**config.mk**
```make
export PLATFORM = sky130hd
export DESIGN_NAME = pi_request_queue
export DESIGN_NICKNAME = d
export VERILOG_FILES = /design/src/rtl/pi_request_queue.sv
export SDC_FILE = /design/constraint.sdc
export NUM_CORES = 1
export LEC_CHECK = 0
export ABC_CLOCK_PERIOD_IN_PS = 3900
export CAP_MARGIN = 25
export CORE_UTILIZATION = 58
export DETAILED_ROUTE_END_ITERATION = 16
export PLACE_DENSITY_LB_ADDON = 0.3
export SYNTH_ARGS = -nofsm -noshare
export SYNTH_HDL_FRONTEND = slang
export SYNTH_SLANG_ARGS = --single-unit
```
**constraint.sdc**
```tcl
create_clock -name SYSCLK -period 3.9 [get_ports SYSCLK]
set_input_delay 0.78 -clock SYSCLK [delete_from_list [all_inputs] [get_ports SYSCLK]]
set_output_delay 0.78 -clock SYSCLK [all_outputs]
set_load 0.02 [all_outputs]
```
**src/rtl/pi_request_queue.sv**
```systemverilog
// pi_request_queue: gathers the Pi's staged register writes into complete
// 68k bus requests and queues them in an in-order FIFO. The head request is
// offered to the bus engine through a valid/ack handshake. Completion is
// signalled with a done pulse, which also carries read data back to the Pi.
// Optional build macro PIQ_DROP_COUNT_EN adds a saturating counter of
// dropped commits on DROP_COUNT. Without it, DROP_COUNT is tied to zero.
// Pi register map: 0 DATA_LO, 1 DATA_HI, 2 ADDR_LO, 3 ADDR_HI (commits).
module pi_request_queue #(
  parameter int unsigned DEPTH_LOG2 = 2
) (
  input  logic        SYSCLK,
  input  logic        nRESET,
  input  logic        PI_WR_STROBE,
  input  logic [2:0]  PI_A,
  input  logic [15:0] PI_DATA_IN,
  output logic        REQ_VALID,
  output logic [23:0] REQ_ADDR,
  output logic [31:0] REQ_DATA,
  output logic [1:0]  REQ_SIZE,
  output logic        REQ_READ,
  output logic [2:0]  REQ_FC,
  input  logic        REQ_ACK,
  input  logic        REQ_DONE,
  input  logic [31:0] REQ_RDATA,
  output logic [31:0] RD_DATA,
  output logic        BUSY,
  output logic        FULL,
  output logic        OVERFLOW,
  output logic [7:0]  DROP_COUNT
);

  localparam int unsigned DEPTH = 1 << DEPTH_LOG2;

  localparam logic [2:0] REG_DATA_LO = 3'd0;
  localparam logic [2:0] REG_DATA_HI = 3'd1;
  localparam logic [2:0] REG_ADDR_LO = 3'd2;
  localparam logic [2:0] REG_ADDR_HI = 3'd3;

  // Pointer-width constants; pointers carry one extra wrap bit.
  localparam logic [DEPTH_LOG2:0] PTR_ONE   = {{DEPTH_LOG2{1'b0}}, 1'b1};
  localparam logic [DEPTH_LOG2:0] PTR_ZERO  = {(DEPTH_LOG2 + 1){1'b0}};
  localparam logic [DEPTH_LOG2:0] DEPTH_CNT = {1'b1, {DEPTH_LOG2{1'b0}}};

  typedef struct packed {
    logic [2:0]  fc;
    logic        read;
    logic [1:0]  size;
    logic [23:0] addr;
    logic [31:0] data;
  } entry_t;

  typedef enum logic [1:0] {
    ST_IDLE      = 2'd0,
    ST_ISSUE     = 2'd1,
    ST_WAIT_DONE = 2'd2
  } state_t;

  logic [15:0]         stage_data_lo_q, stage_data_lo_d;
  logic [15:0]         stage_data_hi_q, stage_data_hi_d;
  logic [15:0]         stage_addr_q, stage_addr_d;
  entry_t              mem_q [DEPTH];
  entry_t              head_q, head_d;
  logic [DEPTH_LOG2:0] wr_ptr_q, wr_ptr_d;
  logic [DEPTH_LOG2:0] rd_ptr_q, rd_ptr_d;
  state_t              state_q, state_d;
  logic                is_read_q, is_read_d;
  logic [31:0]         rd_data_q, rd_data_d;
  logic                overflow_q, overflow_d;
  logic                req_valid_q, req_valid_d;
  logic                busy_q, busy_d;
  logic                full_q, full_d;

  logic                commit_s;
  logic                pop_s;
  logic                push_s;
  logic                drop_s;
  logic                full_now_s;
  logic [DEPTH_LOG2:0] count_s;
  logic [DEPTH_LOG2:0] count_d;
  entry_t              new_entry_s;

  // Staging register updates from Pi writes; ADDR_HI is not staged, it commits.
  always_comb begin
    stage_data_lo_d = stage_data_lo_q;
    stage_data_hi_d = stage_data_hi_q;
    stage_addr_d    = stage_addr_q;
    if (PI_WR_STROBE) begin
      case (PI_A)
        REG_DATA_LO: stage_data_lo_d = PI_DATA_IN;
        REG_DATA_HI: stage_data_hi_d = PI_DATA_IN;
        REG_ADDR_LO: stage_addr_d    = PI_DATA_IN;
        default:     stage_addr_d    = stage_addr_q;
      endcase
    end else begin
      stage_addr_d = stage_addr_q;
    end
  end

  // Commit decode, FIFO push/pop/drop decisions and next pointers.
  always_comb begin
    commit_s         = PI_WR_STROBE && (PI_A == REG_ADDR_HI);
    new_entry_s.fc   = PI_DATA_IN[13:11];
    new_entry_s.read = PI_DATA_IN[10];
    new_entry_s.size = PI_DATA_IN[9:8];
    new_entry_s.addr = {PI_DATA_IN[7:0], stage_addr_q};
    new_entry_s.data = {stage_data_hi_q, stage_data_lo_q};
    count_s          = wr_ptr_q - rd_ptr_q;
    full_now_s       = (count_s == DEPTH_CNT);
    pop_s            = (state_q == ST_ISSUE) && REQ_ACK;
    // A pop in the same cycle frees the slot, so a full FIFO still accepts.
    push_s           = commit_s && (!full_now_s || pop_s);
    drop_s           = commit_s && full_now_s && !pop_s;
    if (push_s) begin
      wr_ptr_d = wr_ptr_q + PTR_ONE;
    end else begin
      wr_ptr_d = wr_ptr_q;
    end
    if (pop_s) begin
      rd_ptr_d = rd_ptr_q + PTR_ONE;
    end else begin
      rd_ptr_d = rd_ptr_q;
    end
    count_d = wr_ptr_d - rd_ptr_d;
  end

  // Next head entry; bypass the incoming entry when it lands in the head slot.
  always_comb begin
    if (push_s && (wr_ptr_q == rd_ptr_d)) begin
      head_d = new_entry_s;
    end else begin
      head_d = mem_q[rd_ptr_d[DEPTH_LOG2-1:0]];
    end
  end

  // Request FSM next state, read-data capture and registered status outputs.
  always_comb begin
    state_d    = state_q;
    is_read_d  = is_read_q;
    rd_data_d  = rd_data_q;
    overflow_d = overflow_q | drop_s;
    case (state_q)
      ST_IDLE: begin
        if (count_d != PTR_ZERO) begin
          state_d = ST_ISSUE;
        end else begin
          state_d = ST_IDLE;
        end
      end
      ST_ISSUE: begin
        if (REQ_ACK) begin
          is_read_d = head_q.read;
          state_d   = ST_WAIT_DONE;
        end else begin
          state_d = ST_ISSUE;
        end
      end
      ST_WAIT_DONE: begin
        if (REQ_DONE) begin
          if (is_read_q) begin
            rd_data_d = REQ_RDATA;
          end else begin
            rd_data_d = rd_data_q;
          end
          state_d = ST_IDLE;
        end else begin
          state_d = ST_WAIT_DONE;
        end
      end
      default: state_d = ST_IDLE;
    endcase
    req_valid_d = (state_d == ST_ISSUE);
    busy_d      = (count_d != PTR_ZERO) || (state_d != ST_IDLE);
    full_d      = (count_d == DEPTH_CNT);
  end

  // FIFO storage: entries written at the write pointer on an accepted commit.
  always_ff @(posedge SYSCLK or negedge nRESET) begin
    if (!nRESET) begin
      for (int i = 0; i < DEPTH; i++) begin
        mem_q[i] <= '0;
      end
    end else if (push_s) begin
      mem_q[wr_ptr_q[DEPTH_LOG2-1:0]] <= new_entry_s;
    end
  end

  // Control, staging and output registers.
  always_ff @(posedge SYSCLK or negedge nRESET) begin
    if (!nRESET) begin
      stage_data_lo_q <= 16'h0000;
      stage_data_hi_q <= 16'h0000;
      stage_addr_q    <= 16'h0000;
      head_q          <= '0;
      wr_ptr_q        <= PTR_ZERO;
      rd_ptr_q        <= PTR_ZERO;
      state_q         <= ST_IDLE;
      is_read_q       <= 1'b0;
      rd_data_q       <= 32'h0000_0000;
      overflow_q      <= 1'b0;
      req_valid_q     <= 1'b0;
      busy_q          <= 1'b0;
      full_q          <= 1'b0;
    end else begin
      stage_data_lo_q <= stage_data_lo_d;
      stage_data_hi_q <= stage_data_hi_d;
      stage_addr_q    <= stage_addr_d;
      head_q          <= head_d;
      wr_ptr_q        <= wr_ptr_d;
      rd_ptr_q        <= rd_ptr_d;
      state_q         <= state_d;
      is_read_q       <= is_read_d;
      rd_data_q       <= rd_data_d;
      overflow_q      <= overflow_d;
      req_valid_q     <= req_valid_d;
      busy_q          <= busy_d;
      full_q          <= full_d;
    end
  end

`ifdef PIQ_DROP_COUNT_EN
  logic [7:0] drop_cnt_q, drop_cnt_d;

  // Saturating count of dropped commits.
  always_comb begin
    if (drop_s && (drop_cnt_q != 8'hFF)) begin
      drop_cnt_d = drop_cnt_q + 8'd1;
    end else begin
      drop_cnt_d = drop_cnt_q;
    end
  end

  // Drop counter register.
  always_ff @(posedge SYSCLK or negedge nRESET) begin
    if (!nRESET) begin
      drop_cnt_q <= 8'h00;
    end else begin
      drop_cnt_q <= drop_cnt_d;
    end
  end

  assign DROP_COUNT = drop_cnt_q;
`else
  assign DROP_COUNT = 8'h00;
`endif

  assign REQ_VALID = req_valid_q;
  assign REQ_ADDR  = head_q.addr;
  assign REQ_DATA  = head_q.data;
  assign REQ_SIZE  = head_q.size;
  assign REQ_READ  = head_q.read;
  assign REQ_FC    = head_q.fc;
  assign RD_DATA   = rd_data_q;
  assign BUSY      = busy_q;
  assign FULL      = full_q;
  assign OVERFLOW  = overflow_q;

endmodule

```
; ---- After elaboration in Yosys (flattened, before gate mapping)
; Cells that the tools add are included.
[totals]
input_bits = 56
register_bits = 403
output_inout_bits = 106
[classes]
n_mux = 13
magnitude_cmp = 3
add_sub_neg = 4
n_reduce_logical = 20
bitwise_logic = 3
n_eq_ne = 9
[ops]
columns = operator, count
row1 = 248-bit bitwise mux, 1
row2 = 62-bit 2-to-1 mux, 4
row3 = 62-bit binary-select mux with 2-bit select, 1
row4 = 62-bit demux with 2-bit select, 1
row5 = 2-bit AND reduction, 4
row6 = 1-bit logical AND, 7
row7 = "3-bit by 1-bit adder with 3-bit output, second input constant", 2
row8 = "3-bit by 2-bit equality test with 1-bit output, second input constant", 2
row9 = "3-bit equality test, second input constant", 2
row10 = "3-bit greater-or-equal comparator, second input constant", 2
row11 = 3-bit 2-to-1 mux, 2
row12 = 2-bit NOT with 3-bit output, 2
row13 = 2-bit one-hot mux with 3 select lines, 1
row14 = 3-bit subtractor, 2
row15 = "2-bit by 1-bit equality test with 1-bit output, second input constant", 2
row16 = 2-bit 2-to-1 mux, 2
row17 = "3-bit by 1-bit equality test with 1-bit output, second input constant", 1
row18 = 3-bit equality test, 1
row19 = 3-bit logical NOT, 1
row20 = "3-bit by 1-bit < comparator with 1-bit output, second input constant", 1
row21 = 3-bit AND reduction, 1
row22 = 3-bit nonzero test, 1
row23 = "2-bit equality test, second input constant", 1
row24 = 1-bit logical NOT, 2
row25 = 5 further kinds, 6

; ---- Logic depth before layout (Yosys ltp)
; Gate-level depths: netlist of run 1.
[depth]
word_depth = 12
mapped_depth = 15
depth_no_buf = 13

; ---- Worst setup path before layout of run 1
; Ideal clock, no wire load.
[synth_timing]
path_kind = input -> register
from = in PI_WR_STROBE
to = reg req_valid_q, in the netlist REQ_VALID
slack_ps = 1131
arrival_ps = 2666
stages = 10
t_required_ps = 3796
path_cell_list = nor2b_1 and3_1 o21a_1 buf_6 o21ai_0 ha_1 a21oi_1 xor2_1 xnor2_1 a221oi_1
[synth_between]
elab_chain_len = 8
[synth_lines]
columns = item, line
row1 = "start, declared", 13  ; input logic PI_WR_STROBE,
row2 = 1-bit logical AND, 101  ; commit_s = PI_WR_STROBE && (PI_A == REG_ADDR_HI);
row3 = 1-bit logical AND, 111  ; push_s = commit_s && (!full_now_s || pop_s);
row4 = 3-bit 2-to-1 mux, 113  ; if (push_s) begin
row5 = via wr_ptr_d[1], 63  ; logic [DEPTH_LOG2:0] wr_ptr_q, wr_ptr_d;
row6 = 3-bit subtractor, 123  ; count_d = wr_ptr_d - rd_ptr_d;
row7 = 3-bit nonzero test, 143  ; if (count_d != PTR_ZERO) begin
row8 = 1-bit 2-to-1 mux, 143
row9 = 2-bit one-hot mux with 3 select lines, 141  ; case (state_q)
row10 = 2-bit by 1-bit equality test with 1-bit output, 171  ; req_valid_d = (state_d == ST_ISSUE);
row11 = via req_valid_d, 69  ; logic req_valid_q, req_valid_d;
row12 = "end signal, assigned", 214  ; req_valid_q <= req_valid_d;
row13 = "end, declared", 69
; The timed path passes the listed nets, and every way through them passes these cells.
; A chain may end at the register's enable or synchronous reset.

; ---- Final worst setup path of run 1
[layout_timing]
from = reg rd_ptr_q[1]
to = reg req_valid_q, in the netlist REQ_VALID
[layout_rtl]
columns = item, line
row1 = "start, declared", 64  ; logic [DEPTH_LOG2:0] rd_ptr_q, rd_ptr_d;
row2 = "start signal, assigned", 209  ; rd_ptr_q <= rd_ptr_d;
row3 = 3-bit by 1-bit adder with 3-bit output, 119  ; rd_ptr_d = rd_ptr_q + PTR_ONE;
row4 = 3-bit 2-to-1 mux *, 118  ; if (pop_s) begin
row5 = via rd_ptr_d[1], 64
row6 = 3-bit subtractor *, 123
row7 = 3-bit nonzero test *, 143
row8 = 1-bit 2-to-1 mux *, 143
row9 = 2-bit one-hot mux with 3 select lines *, 141
row10 = 2-bit by 1-bit equality test with 1-bit output *, 171
row11 = via req_valid_d, 69
; The timed path passes the listed nets; every way through them passes the cells marked *.

==> results.json, run 1 <==
{
  "die_x_um": 182,
  "final_cell_mix": "401 x dfrtp_1, 202 x mux2_2, 173 x o21ai_0, 152 x clkdlybuf4s50_1, 124 x nor3b_1",
  "final_common_cell": "dfrtp_1",
  "root_buffer": "clkbuf_16",
  "final_cell_area_um2": 21800,
  "relSlewSlack": 0.211,
  "holdCritPathClass": "in -> async",
  "p_sw_frac": 0.371,
  "antenna_found_initial": 0,
  "route.detailed.drc": 0,
  "wl_per_cell_um": 20.3,
  "place.gp.congestion": 0.795,
  "synth-seq-cells": 403,
  "p_comb_frac": 0.429,
  "clk_pin_slew_ns": 0.06,
  "post_cts_resized": 0,
  "dpl.cell_count": 2094,
  "clkPwrFrac": 0.196,
  "placed_area_um2": 20500,
  "switchingPower_uw": 7200,
  "worstMarginPinSlew_ns": 1.18,
  "cts.sinks": 403,
  "cts_tree": "done",
  "drt_first_pass_iters": 5,
  "port_buffers": 153,
  "area_growth_pct": 15.5,
  "grt_pass1_vias": 13500,
  "finalSetupTns_ns": 0,
  "clk_latency_ns": 0.53,
  "ys.flop_type": "dfrtp_1",
  "crit_path_start_kind": "flip-flop",
  "rows": 65,
  "syn-instance-count": 1621,
  "hpwl_um": 25600,
  "clock.fmax_mhz": 309,
  "cap_violations": 0,
  "grt_max_degree": 254,
  "routed-via-count": 13300,
  "final_core_util": 0.685,
  "p_leak_uw": 0.00975,
  "hold_violations": 0,
  "cp_slowest_stage_delay_ns": 0.72,
  "viasPerCell": 6.14,
  "synth_area_um2": 18900,
  "fin_worst_skew_ns": 0.0167,
  "seq_area_frac_synth": 0.535,
  "final_cells": 2166,
  "rsz0062_at_grt": "no",
  "path_cells": "ha_4, and2_1, or2_2, inv_1, ha_1, a21oi_1, xor2_1, xnor2_1, a221oi_1",
  "endpoint_kind": "flip-flop",
  "path_class": "reg -> reg",
  "htree_levels": 2,
  "core-area_um2": 31800,
  "avgSynthCellArea_um2": 11.6,
  "period_share": 0.829,
  "ctsHoldBuffers": 0,
  "final_layout_size_suffix_gt1_frac": 0.179,
  "cts_inserted_buffers": 42,
  "maxSlewViolCount": 0,
  "grtUsageTotal": 0.270,
  "ir_drop_mv": 1.12,
  "setup_viol": 0,
  "crit_slowest_cell": "ha_4",
  "status": "complete, no violations",
  "ioPinCount": 162,
  "grt_pass1_wl_um": 71200,
  "routed_wl_um": 44000,
  "p_per_area_nw_per_um2": 891,
  "grt-ovfl-total": 0,
  "die_area_um2": 33200,
  "cts.path.max_buffers": 3,
  "fp.dieH_um": 182,
  "cp.arrival_ns": 3.65,
  "initial_core_util": 0.593,
  "total_power_uw": 19400,
  "synth_edf_count": 0,
  "min_period_ns": 3.23,
  "post-cts-setup-buffers": 0,
  "required_ns": 4.32,
  "ant_nets": 0,
  "p_int_uw": 12200,
  "synth.distinct_cells": 44,
  "worstPathMaxFanout": 49,
  "pwr-share-seq": 0.375,
  "ys_warn_count": 0,
  "async_reset_ff_frac": 1.00,
  "antenna_cells": 0,
  "final_nets": 1768,
  "drt_iter0_drc": 950
}
cells by family after synthesis:
| kind of cell | Yosys count | synth area share |
|---|---|---|
| buf+inv | 219 | 0.0610 |
| mux | 282 | 0.165 |
| simple gates | 454 | 0.149 |
| xor+xnor | 10 | 0.00544 |
| fa+ha+maj | 9 | 0.00597 |
| other cells | 1 | 0.000199 |
| flops | 403 | 0.535 |
| compound gates | 243 | 0.0786 |
critical path, delay by kind of cell, from the launching register on:
kind / cells / cell delay, ns
compound gates: 2 / 0.48
xor+xnor: 2 / 0.36
fa+ha+maj: 2 / 1.00
buf+inv: 1 / 0.04
flops: 1 / 0.67
simple gates: 2 / 0.56
registers in the layout, indices dropped and copies added, names as in the netlist:
name,count
FULL,1
REQ_ADDR,24
RD_DATA,32
REQ_DATA,32
is_read_q,1
rd_ptr_q,3
BUSY,1
mem_q,248
state_q,2
REQ_VALID,1
REQ_FC,3
REQ_READ,1
stage_data_lo_q,16
stage_data_hi_q,16
stage_addr_q,16
REQ_SIZE,2
OVERFLOW,1
wr_ptr_q,3
final timing paths:
check / from / to / slack [ns] / cells past startpoint
worst min register to register: mem_q[3] / mem_q[3] / 0.48 / 2
worst min-delay path: nRESET / REQ_ADDR[6] / 0.23 / 1
worst max register to register: rd_ptr_q[1] / REQ_VALID / 0.67 / 9
max in group asynchronous: nRESET / mem_q[85] / 2.69 / 2
min in group SYSCLK: mem_q[3] / mem_q[3] / 0.48 / 2
worst max-delay path: rd_ptr_q[1] / REQ_VALID / 0.67 / 9
final cells by class:
type | count | area [um^2]
Clock buffer | 61 | 1210
Fill cell | 2295 | 10000
Multi-Input combinational cell | 1006 | 7700
Clock inverter | 11 | 86.3
Tap cell | 435 | 544
Timing Repair Buffer | 180 | 1880
Inverter | 70 | 263
Sequential cell | 403 | 10100
power by group through the flow:
stage | Combinational, uW | Clock [uW] | Sequential [uW]
2_1_floorplan | 5380 | 0 | 7510
3_3_place_gp | 7980 | 0 | 7200
3_5_place_dp | 8270 | 0 | 7320
4_1_cts | 8340 | 3870 | 7260
5_1_grt | 9090 | 4030 | 7480
6_report | 8330 | 3790 | 7280
stage by stage:
stage,hold slack (ns),setup slack (ns)
floorplan,0.446,1.13
detailed placement,0.471,0.403
global route,0.239,0.431
finish,0.228,0.669
CTS,0.244,0.685
global placement,0.463,0.520
synthesized netlist by cell type (15+ instances only):
| library cell | number | share of area |
|---|---|---|
| buf_6 | 19 | 0.011 |
| buf_4 | 15 | 0.0060 |
| dfrtp_1 | 403 | 0.53 |
| clkbuf_1 | 93 | 0.019 |
| mux2_1 | 16 | 0.0096 |
| o21ai_0 | 173 | 0.046 |
| nor4_1 | 62 | 0.021 |
| nor4b_1 | 62 | 0.029 |
| mux2i_1 | 62 | 0.033 |
| nor3b_1 | 125 | 0.050 |
| nand2_1 | 118 | 0.023 |
| mux2_2 | 202 | 0.12 |
| o221ai_1 | 62 | 0.029 |
| nor3_1 | 63 | 0.017 |
| inv_1 | 70 | 0.014 |
per-layer routing:
layer  wire [um]  global-route usage  vias to the layer above  part of all wire
met3        2720              0.0527                       72             0.062
li1            -                   -                     6035                 -
met2       21600               0.454                      394              0.49
met4        1260              0.0908                        0             0.029
met1       18500               0.352                     6794              0.42
met5           0                   0                        -                 0
No activity file was read; power rests on OpenSTA's default activity.
==> run 2: changes to the inputs <==
--- a/config.mk
+++ b/config.mk
@@ -5,7 +5,7 @@
 export SDC_FILE = /design/constraint.sdc
 export NUM_CORES = 1
 export LEC_CHECK = 0
-export ABC_CLOCK_PERIOD_IN_PS = 3900
+export ABC_CLOCK_PERIOD_IN_PS = 3300
 export CAP_MARGIN = 25
 export CORE_UTILIZATION = 58
 export DETAILED_ROUTE_END_ITERATION = 16
==> constraint.sdc (replaced) <==
create_clock -name SYSCLK -period 3.3 [get_ports SYSCLK]
set_input_delay 0.66 -clock SYSCLK [delete_from_list [all_inputs] [get_ports SYSCLK]]
set_output_delay 0.66 -clock SYSCLK [all_outputs]
set_load 0.02 [all_outputs]
==> run 2 against run 1 <==
Net effect:
- clock skew is 0.0084 ns lower
- highest routed layer unchanged
- combinational power is 20% higher
- hold slack got worse by 0.14 ns
- final cell count rose by 0.88%
==> results.json, run 2 (same netlist as run 1, synthesis figures left out) <==
{
  "maxSlewViolCount": 0,
  "hold_violations": 0,
  "min_period_ns": 2.83,
  "core-area_um2": 31800,
  "rsz0062_at_grt": "no",
  "post_cts_resized": 0,
  "grtUsageTotal": 0.282,
  "port_buffers": 153,
  "grt_pass1_wl_um": 74200,
  "htree_levels": 2,
  "viasPerCell": 6.15,
  "cts_tree": "done",
  "switchingPower_uw": 8650,
  "cp_slowest_stage_delay_ns": 0.60,
  "cap_violations": 0,
  "initial_core_util": 0.593,
  "path_common_cell": "ha_1",
  "met3_usage": 0.0469,
  "period_share": 0.858,
  "largest_register_ff_count": 248,
  "top_register": "mem_q",
  "clock.fmax_mhz": 353,
  "finalSetupTns_ns": 0,
  "final_layout_size_suffix_gt1_frac": 0.186,
  "ant_nets": 0,
  "path_class": "reg -> reg",
  "crit_slowest_cell": "dfrtp_4",
  "cpLargestDelayFamily": "compound AO/OA/AOI/OAI gates",
  "final_nets": 1785,
  "worstPathMaxFanout": 24,
  "fp.dieH_um": 182,
  "root_buffer": "clkbuf_16",
  "drt_first_pass_iters": 7,
  "rows": 65,
  "crit_path_start_kind": "flip-flop",
  "antenna_found_initial": 0,
  "status": "complete, no violations",
  "antenna_cells": 0,
  "crit_buf_inv": 0,
  "final_cell_mix": "401 x dfrtp_1, 202 x mux2_2, 173 x o21ai_0, 152 x clkdlybuf4s50_1, 124 x nor3b_1",
  "route.detailed.drc": 0,
  "final_core_util": 0.691,
  "use_met2": 0.470,
  "grt_pass1_vias": 13900,
  "cts.sinks": 403,
  "p_per_area_nw_per_um2": 1060,
  "busiest_layer": "met2",
  "regArea_um2": 10100,
  "ioPinCount": 162,
  "die_x_um": 182,
  "post-cts-setup-buffers": 0,
  "p_comb_frac": 0.429,
  "final_common_cell": "dfrtp_1",
  "endpoint_kind": "flip-flop",
  "routed_wl_um": 45500,
  "wl_per_cell_um": 20.8,
  "holdCritPathClass": "in -> async",
  "p_leak_uw": 0.00988,
  "pwr-share-seq": 0.368,
  "relSlewSlack": 0.300,
  "die_area_um2": 33200,
  "ir_drop_mv": 1.05,
  "ctsHoldBuffers": 0,
  "hpwl_um": 26700,
  "clkPwrFrac": 0.203,
  "p_int_uw": 14600,
  "path_cells": "ha_1, nor2b_1, xnor2_2, o21a_1, o21ai_0, ha_1, a21oi_1, xor2_1, xnor2_1, a221oi_1",
  "multi_input_area_um2": 7700,
  "fillCellCount": 2282,
  "setup_viol": 0,
  "cp.arrival_ns": 3.25,
  "cts_inserted_buffers": 43,
  "use_met1": 0.376,
  "clk_pin_slew_ns": 0.06,
  "worstMarginPinSlew_ns": 1.05,
  "required_ns": 3.72,
  "clk_latency_ns": 0.53,
  "drt_iter0_drc": 987,
  "routed-via-count": 13400,
  "p_sw_frac": 0.371,
  "cts.path.max_buffers": 3,
  "grt_max_degree": 233,
  "grt-ovfl-total": 0,
  "fin_worst_skew_ns": 0.00834,
  "area_growth_pct": 16.6,
  "place.gp.congestion": 0.793
}
-- run 2: final timing paths --
kind	from	end	slack, ns	cells after the start
max in group asynchronous	nRESET	stage_data_lo_q[11]	2.24	2
min	nRESET	REQ_ADDR[5]	0.09	1
min in group SYSCLK	mem_q[57]	mem_q[57]	0.48	2
min reg2reg	mem_q[57]	mem_q[57]	0.48	2
max	rd_ptr_q[0]	state_q[0]	0.47	10
max reg2reg	rd_ptr_q[0]	state_q[0]	0.47	10
-- run 2: power by group through the flow --
stage	Combinational, uW	Sequential (uW)	Clock, uW
3_3_place_gp	9540	8480	0
3_5_place_dp	9870	8620	0
5_1_grt	10900	8830	5010
2_1_floorplan	6360	8870	0
4_1_cts	9980	8570	4810
6_report	9990	8580	4720
-- run 2: area by class of cell --
| type | instances | share of cell area |
|---|---|---|
| clock buffer | 70 | 0.0610 |
| multi-input combinational | 1006 | 0.350 |
| inverter | 70 | 0.0120 |
| tap | 435 | 0.0248 |
| sequential | 403 | 0.459 |
| timing repair buffer | 196 | 0.0908 |
| clock inverter | 5 | 0.00228 |
-- run 2: per-stage QoR --
step,instance area (um^2),std cells,hold WS [ns],power [uW],setup WS [ns]
4_1_cts,22000,2185,0.114,23400,0.469
6_report,22000,2185,0.0895,23300,0.469
3_3_place_gp,20600,2110,0.461,18000,0.164
2_1_floorplan,18900,1628,0.364,15200,0.573
5_1_grt,22000,2185,0.126,24700,0.180
3_5_place_dp,20600,2110,0.471,18500,0.0340
-- run 2: routing by layer --
metal / up-vias / part of all wire
met2: 399 / 0.49
met3: 79 / 0.058
li1: 6057 / -
met5: - / 0
met1: 6900 / 0.42
met4: 0 / 0.027
-- run 2: worst reg2reg max path: cells and delay by family, from the launching register on --
family / cells / cell delay [ns]
compound gates: 4 / 0.82
xor+xnor: 3 / 0.61
flops: 1 / 0.60
fa+ha+maj: 2 / 0.55
simple gates: 1 / 0.15
